<file path="src/rtl/dat_transfer_scheduler.sv">
// Arbitrates two data requesters onto one physical data controller and sequences
// each transfer through strobe, completion/timeout retry, acknowledge and report.
module dat_transfer_scheduler #(
    parameter int          MAX_RETRIES  = 2,
    parameter logic [15:0] TIMEOUT_DFLT = 16'hFFFF
) (
    input  logic        sd_clock,
    input  logic        reset,
    input  logic        req_wr,
    input  logic        req_rd,
    input  logic [3:0]  wr_blocks,
    input  logic [3:0]  rd_blocks,
    input  logic [15:0] timeout_cfg,
    output logic        grant_wr,
    output logic        grant_rd,
    output logic        done,
    output logic        done_id,
    output logic        error,
    output logic        busy,
    output logic        phy_strobe,
    output logic        phy_writeRead,
    output logic        phy_multiple,
    output logic [3:0]  phy_blocks,
    output logic [15:0] phy_timeout_reg,
    output logic        phy_ack,
    output logic        phy_idle,
    input  logic        phy_serial_ready,
    input  logic        phy_complete,
    input  logic        phy_ack_in,
    input  logic        phy_timeout
);

    localparam int RW = $clog2(MAX_RETRIES + 2);

    typedef enum logic [2:0] {
        IDLE, ARB, ISSUE, WAIT_DONE, ABORT, ACK, REPORT
    } state_t;

    state_t          state, state_nxt;
    logic            prio_rd, prio_rd_nxt;   // 1: read wins a tie
    logic            cur_rd, cur_rd_nxt;     // requester owning the current transfer
    logic [RW-1:0]   retry, retry_nxt;

    logic            grant_wr_nxt, grant_rd_nxt, done_nxt, done_id_nxt, error_nxt;
    logic            busy_nxt, strobe_nxt, wr_nxt, mult_nxt, ack_nxt, idle_nxt;
    logic [3:0]      blocks_nxt;
    logic [15:0]     tmo_nxt;
    logic            win_rd;
    logic [3:0]      win_blocks;

    // Winner is picked on the IDLE->ARB edge so the grant is already visible in ARB.
    assign win_rd     = req_rd && (!req_wr || prio_rd);
    assign win_blocks = win_rd ? rd_blocks : wr_blocks;

    always_comb begin
        state_nxt    = state;
        prio_rd_nxt  = prio_rd;
        cur_rd_nxt   = cur_rd;
        retry_nxt    = retry;
        grant_wr_nxt = grant_wr;
        grant_rd_nxt = grant_rd;
        blocks_nxt   = phy_blocks;
        wr_nxt       = phy_writeRead;
        mult_nxt     = phy_multiple;
        tmo_nxt      = phy_timeout_reg;
        ack_nxt      = phy_ack;
        done_nxt     = 1'b0;
        done_id_nxt  = 1'b0;
        error_nxt    = 1'b0;
        strobe_nxt   = 1'b0;
        idle_nxt     = 1'b0;

        case (state)
            IDLE: begin
                if (req_wr || req_rd) begin
                    state_nxt    = ARB;
                    cur_rd_nxt   = win_rd;
                    grant_wr_nxt = !win_rd;
                    grant_rd_nxt = win_rd;
                    blocks_nxt   = win_blocks;
                    wr_nxt       = !win_rd;
                    mult_nxt     = (win_blocks > 4'd1);
                    tmo_nxt      = (timeout_cfg == 16'h0000) ? TIMEOUT_DFLT : timeout_cfg;
                    retry_nxt    = '0;
                end
            end
            ARB: begin
                if (phy_blocks == 4'd0) begin
                    state_nxt   = REPORT;
                    done_nxt    = 1'b1;
                    done_id_nxt = cur_rd;
                    error_nxt   = 1'b1;
                end else begin
                    state_nxt = ISSUE;
                end
            end
            ISSUE: begin
                if (phy_serial_ready) begin
                    state_nxt  = WAIT_DONE;
                    strobe_nxt = 1'b1;
                end
            end
            WAIT_DONE: begin
                // Completion takes priority over a coincident timeout.
                if (phy_complete) begin
                    state_nxt = ACK;
                    ack_nxt   = 1'b1;
                end else if (phy_timeout) begin
                    state_nxt = ABORT;
                    idle_nxt  = 1'b1;
                end
            end
            ABORT: begin
                retry_nxt = retry + RW'(1);
                if (retry < RW'(MAX_RETRIES)) begin
                    state_nxt = ISSUE;
                end else begin
                    state_nxt   = REPORT;
                    done_nxt    = 1'b1;
                    done_id_nxt = cur_rd;
                    error_nxt   = 1'b1;
                end
            end
            ACK: begin
                if (phy_ack_in) begin
                    state_nxt   = REPORT;
                    ack_nxt     = 1'b0;
                    done_nxt    = 1'b1;
                    done_id_nxt = cur_rd;
                end
            end
            REPORT: begin
                state_nxt    = IDLE;
                prio_rd_nxt  = !cur_rd;
                grant_wr_nxt = 1'b0;
                grant_rd_nxt = 1'b0;
                blocks_nxt   = 4'd0;
                wr_nxt       = 1'b0;
                mult_nxt     = 1'b0;
                tmo_nxt      = 16'h0000;
            end
            default: state_nxt = IDLE;
        endcase

        busy_nxt = (state_nxt != IDLE);
    end

    always_ff @(posedge sd_clock or negedge reset) begin
        if (!reset) begin
            state           <= IDLE;
            prio_rd         <= 1'b0;
            cur_rd          <= 1'b0;
            retry           <= '0;
            grant_wr        <= 1'b0;
            grant_rd        <= 1'b0;
            done            <= 1'b0;
            done_id         <= 1'b0;
            error           <= 1'b0;
            busy            <= 1'b0;
            phy_strobe      <= 1'b0;
            phy_writeRead   <= 1'b0;
            phy_multiple    <= 1'b0;
            phy_blocks      <= 4'd0;
            phy_timeout_reg <= 16'h0000;
            phy_ack         <= 1'b0;
            phy_idle        <= 1'b0;
        end else begin
            state           <= state_nxt;
            prio_rd         <= prio_rd_nxt;
            cur_rd          <= cur_rd_nxt;
            retry           <= retry_nxt;
            grant_wr        <= grant_wr_nxt;
            grant_rd        <= grant_rd_nxt;
            done            <= done_nxt;
            done_id         <= done_id_nxt;
            error           <= error_nxt;
            busy            <= busy_nxt;
            phy_strobe      <= strobe_nxt;
            phy_writeRead   <= wr_nxt;
            phy_multiple    <= mult_nxt;
            phy_blocks      <= blocks_nxt;
            phy_timeout_reg <= tmo_nxt;
            phy_ack         <= ack_nxt;
            phy_idle        <= idle_nxt;
        end
    end

endmodule

</file>
<file path="config.mk">
export PLATFORM = sky130hd
export DESIGN_NAME = dat_transfer_scheduler
export DESIGN_NICKNAME = d
export VERILOG_FILES = /design/src/rtl/dat_transfer_scheduler.sv
export SDC_FILE = /design/constraint.sdc
export NUM_CORES = 1
export LEC_CHECK = 0
export BUFFER_PORTS_ARGS = -buffer_cell sky130_fd_sc_hd__buf_2
export CORE_ASPECT_RATIO = 1.75
export CORE_MARGIN = 2
export CORE_UTILIZATION = 49
export DETAILED_ROUTE_END_ITERATION = 10
export PLACE_DENSITY_LB_ADDON = 0.05
export SLEW_MARGIN = 20
export SYNTH_ARGS = -nofsm -noshare
export SYNTH_HDL_FRONTEND = slang
export SYNTH_SLANG_ARGS = --single-unit
</file>
<file path="constraint.sdc">
create_clock -name sd_clock -period 2.04 [get_ports sd_clock]
set_input_delay 0.102 -clock sd_clock [delete_from_list [all_inputs] [get_ports sd_clock]]
set_output_delay 0.102 -clock sd_clock [all_outputs]
set_load 0.005 [all_outputs]
</file>
======== Word level (Yosys, flattened, before mapping) ========
Index checks and enable logic that the tools add are counted.
operators by class
  $add $sub $neg .......................... 1
  $lt $le $gt $ge ......................... 2
  eq/ne operators ......................... 9
  multiplexer cells ....................... 39
  reduce and logical (&&, ||, !) cells .... 17
operator list
  cell                                                 number
  2-to-1 mux 16 bit                                    2
  case mux 16 bit (2 select lines)                     1
  2-to-1 mux 3 bit                                     7
  case mux 3 bit (6 select lines)                      1
  logical NOT 16 bit                                   1
  2-to-1 mux 1 bit                                     16
  case mux 1 bit (2 select lines)                      5
  equality test 3 bit, second input constant           3
  2-to-1 mux 4 bit                                     2
  case mux 4 bit (2 select lines)                      1
  equality test 3 x 2 -> 1 bit, second input constant  2
  inequality test 2 bit, second input constant         3
  case mux 1 bit (3 select lines)                      2
  AND reduction 2 bit                                  3
  nonzero test 2 bit                                   3
  > comparator 4 x 1 -> 1 bit, second input constant   1
  logical NOT 4 bit                                    1
  case mux 2 bit (2 select lines)                      1
  equality test 3 x 1 -> 1 bit, second input constant  1
  logical NOT 1 bit                                    3
  logical NOT 3 bit                                    1
  AND reduction 3 bit                                  1
  nonzero test 3 bit                                   1
  adder 2 x 1 -> 2 bit, second input constant          1
  other kinds (4)                                      5
word-level totals
  flip-flop bits (word level) ............. 37
  input port bits ......................... 32
  output and inout port bits .............. 31

======== Depth between registers and ports, before layout ========
  depth in word-level cells ............... 7
  depth in mapped cells ................... 6
  depth with buffers taken out ............ 4

======== Worst setup path before layout ========
Ideal clock, no wire load.
  kind .................................... reg-to-reg
  start ................................... register state[0]
  end ..................................... register phy_multiple
  data arrival time ....................... 1.445 ns
  slack ................................... 0.467 ns
  cell stages (with the launch flop) ...... 7
  buffers on the path ..................... 2
  period minus slack after synthesis ...... 1.573 ns
  cell sequence ........................... dfrtp_1 or3_4 or2_1 buf_6 buf_6 nand3_2 o31ai_2
on the way
  cells in the longest elaborated chain, start to end .. 3
  elaborated cells between the ends (all ways) .. 6
  classes of those cells .................. eq/ne: 2; mux: 1; reduce/logical: 3
RTL lines
  element                                                                              RTL line  RTL
  start, declared                                                                      39        state_t state, state_nxt;
  start signal, assigned                                                               168       state <= state_nxt;
  equality test 3 bit / logical NOT 3 bit (equally long branches)                      73        case (state)
  nonzero test 2 bit (no source line) / inequality test 2 bit (equally long branches)  -
  AND reduction 2 bit (no source line)                                                 -
  end signal, assigned                                                                 180       phy_multiple <= mult_nxt;
  end, declared                                                                        22        output logic phy_multiple,
Several ways; a longest one is shown, not always the timed one.
A chain may end at the register's enable or synchronous reset.

======== Final worst setup path ========
  start ................................... register state[2]
  end ..................................... register phy_timeout_reg[8]
on the way
  cells in the longest elaborated chain, start to end .. 3
  elaborated cells between the ends (all ways) .. 6
  classes of those cells .................. eq/ne: 2; mux: 1; reduce/logical: 3
RTL lines
  element                                                                              RTL line  RTL
  equality test 3 bit / logical NOT 3 bit (equally long branches)                      73
  nonzero test 2 bit (no source line) / inequality test 2 bit (equally long branches)  -
  AND reduction 2 bit (no source line)                                                 -
  end signal, assigned                                                                 182       phy_timeout_reg <= tmo_nxt;
  end, declared                                                                        24        output logic [15:0] phy_timeout_reg,
Several ways; a longest one is shown, not always the timed one.

==> flow_summary_export.csv <==
group,metric,value,unit
place,gp_congestion,0.800,
floorplan,die-area,0.00406,mm²
grt,antenna_found_initial,0,
synthesis,synth_mux_area_share,2.88,%
drt,drt_iter0_drc,38,
cells_and_area,multi_input_area,716,µm²
timing,fin_skew,0.0110,ns
power,cellPowerDensity,1470,mW/mm²
clocking,cts_buffers,5,
timing,fmax,536,MHz
synthesis,syn-num-nets,210,
synthesis,avgSynthCellArea,9.76,µm²
clocking,tritoncts,"done",
synthesis,synth_warnings,0,
grt,busiest_layer,"met2",
drt,routed_via_density,5.48,
power,ir_worst_vdd,0.000934,V
grt,gr-usage-met1,23.1,%
place,dp_hpwl,3.12,mm
synthesis,synthXorXnorAreaFrac,0.504,%
power,p_leak,1.14,nW
timing,period_share,91.5,%
synthesis,synth-async-reset-ratio,100,%
clocking,post_cts_buffers,0,
hold_path,hold_depth,2,
setup_path,criticalPathCategory,"reg -> reg",
setup_path,rr_startpoint,"state[2]",
timing,worstMarginPinSlew,0.798,ns
floorplan,pin_count,63,
cells_and_area,post-route-util,65.5,%
setup_path,worstPathArrival,2.00,ns
setup_path,r2r_end,"phy_timeout_reg[8]",
place,io_buffer_count,62,
place,place_area,0.00208,mm²
power,p_clk_share,22.9,%
grt,grt_pass1_wl,6.56,mm
floorplan,start_util,51.1,%
grt,grt_pass1_vias,1489,
setup_path,required,2.18,ns
synthesis,synth-main-ff-cell,"dfrtp_1",
cells_and_area,final_cell_mix,"buf_2 (62), dfrtp_1 (37), nand3_1 (34), nand2_1 (22)",
synthesis,synth_fa_ha_area_share,0,%
clocking,clk_latency,0.29,ns
power,power_frac_seq,37.2,%
setup_path,worst-r2r-setup-slack,0.17,ns
synthesis,ys_seq_area_share,53.3,%
cells_and_area,drive_above_1_share,37.0,%
power,p_sw,1.15,mW
cells_and_area,regArea,926,µm²
clocking,clk_pin_slew,0.08,ns
synthesis,syn-instance-count,178,
grt,grt_overflow,0,
cells_and_area,fin_area,0.00223,mm²
synthesis,synth_top_family_by_area,"simple AND/OR/NAND/NOR gates",
timing,fin_crit,1.87,ns
timing,fin_tns_setup,0,ns
drt,drc_errors,0,
cells_and_area,final_common_cell,"buf_2",
grt,use_met3,4.48,%
grt,grt_use_met2,38.9,%
clocking,h-tree-depth,2,
drt,wl_per_cell,14.3,µm
synthesis,synthSimpleGateAreaFrac,27.2,%
synthesis,synth_area,0.00174,mm²
timing,drv_slew,0,
power,p_comb_share,39.8,%
drt,drt_pass1_iterations,5,
setup_path,critPathMaxFanout,23,
timing,hold_viol_final,0,
power,swShare,35.3,%
hold_path,hold_path_end,"phy_idle",
synthesis,synth_compound_area_share,10.5,%
grt,grt_usage,21.3,%
grt,grt_start_max_net_pins,38,
clocking,clk_path_buf_depth,2,
drt,wirelength,4.12,mm
cells_and_area,largest_reg_flops,16,
synthesis,synth_edf_count,0,
job,maxCapViolations,0,
setup_path,end_kind,"register",
drt,final_antenna_net_count,0,
timing,setup_violations,0,
cells_and_area,nets,274,
clocking,root_buffer,"clkbuf_8",
cells_and_area,areaGrowthSynthToFinish,28.1,%
setup_path,worst-r2r-cell-count,5,
timing,slew_headroom,46.8,%
hold_path,min-delay-start,"phy_complete",
clocking,cts.sinks,37,
status,status,"finished clean",
synthesis,ys_types,35,
synthesis,ys_ff_latch,37,
cells_and_area,fill_cells,306,
floorplan,core_area,0.00340,mm²
power,power,3.26,mW
floorplan,die_h,82.8,µm
floorplan,rows,28,
timing,rsz0062_at_grt,"false",
setup_path,start_kind,"register",
cells_and_area,num_antenna_cells,0,
power,internal_power,2.11,mW
floorplan,die_width,49.0,µm
drt,vias,1578,
hold_path,hold_path.class,"in -> reg",
## critical path, cell delays in order, from the launching register on
cell and delay (ns):
dfrtp_1 0.42, buf_4 0.18, inv_1 0.11, or3_2 0.72, nand3_1 0.18, nand3_1 0.09
## per-stage QoR
stage / instances / setup WS (ns) / hold WS (ns)
final: 288 / 0.174 / 0.0215
after global routing: 288 / 0.0611 / 0.0283
after CTS: 288 / 0.119 / 0.0138
after detailed placement: 279 / 0.150 / 0.240
after global placement: 279 / 0.231 / 0.218
after floorplan: 178 / 0.467 / -0.194
## synth_stat cells (all sizes together), types with 2 or more instances
cell type / n / area share [%]
inv: 6 / 1.3
or3: 3 / 1.4
a31oi: 2 / 0.72
dfrtp: 37 / 53
o21ai: 14 / 4.9
nand2: 22 / 4.8
nor2b: 2 / 0.72
mux2i: 5 / 2.9
a21oi: 2 / 0.58
clkbuf: 6 / 1.3
o211ai: 2 / 0.86
nor4: 8 / 2.9
nor2: 8 / 1.7
nand3: 40 / 13
buf: 7 / 3.0
## cells by family after synthesis
kind of cell,count (synthesis)
multiplexers,5
XOR/XNOR,1
AND/OR/NAND/NOR,89
AO/OA/AOI/OAI,27
buffers and inverters,19
flip-flops,37
## how the worst max path moves through the flow
stage | startpoint | slack (ns) | depth (start not counted) | to
finish | state[2] | 0.17 | 5 | phy_timeout_reg[8]
global route | state[2] | 0.06 | 5 | phy_timeout_reg[0]
CTS | state[2] | 0.12 | 5 | phy_timeout_reg[8]
detailed placement | state[2] | 0.15 | 5 | phy_timeout_reg[4]
global placement | state[2] | 0.23 | 5 | phy_timeout_reg[6]
floorplan | state[0] | 0.47 | 6 | phy_multiple
## routing by layer
layer | routed length [µm] | part of all wire [%]
met5 | 0 | 0
met4 | 74 | 1.8
met2 | 2270 | 55
met1 | 1590 | 39
met3 | 184 | 4.5
## power groups by stage
stage | clock [mW] | sequential [mW] | combinational, mW
after global placement | 0 | 1.21 | 1.27
after global routing | 0.788 | 1.25 | 1.45
final | 0.749 | 1.22 | 1.30
after floorplan | 0 | 1.23 | 0.822
after CTS | 0.764 | 1.22 | 1.31
after detailed placement | 0 | 1.23 | 1.31
## final cells by class
| cell class | instances | share of cell area, % |
|---|---|---|
| sequential | 37 | 41.6 |
| multi-input combinational | 122 | 32.1 |
| timing repair buffer | 70 | 16.7 |
| clock buffer | 5 | 3.09 |
| clock inverter | 3 | 2.92 |
| tap | 45 | 2.53 |
| inverter | 6 | 1.01 |
## timing repair
| item | CTS | global route |
|---|---|---|
| hold buffers | 1 | 0 |
| hold endpoints to repair | 37 | 0 |
| setup endpoints to repair | 0 | 10 |
| gates resized for setup | 0 | 1 |
(Power assumes the default switching activity.)
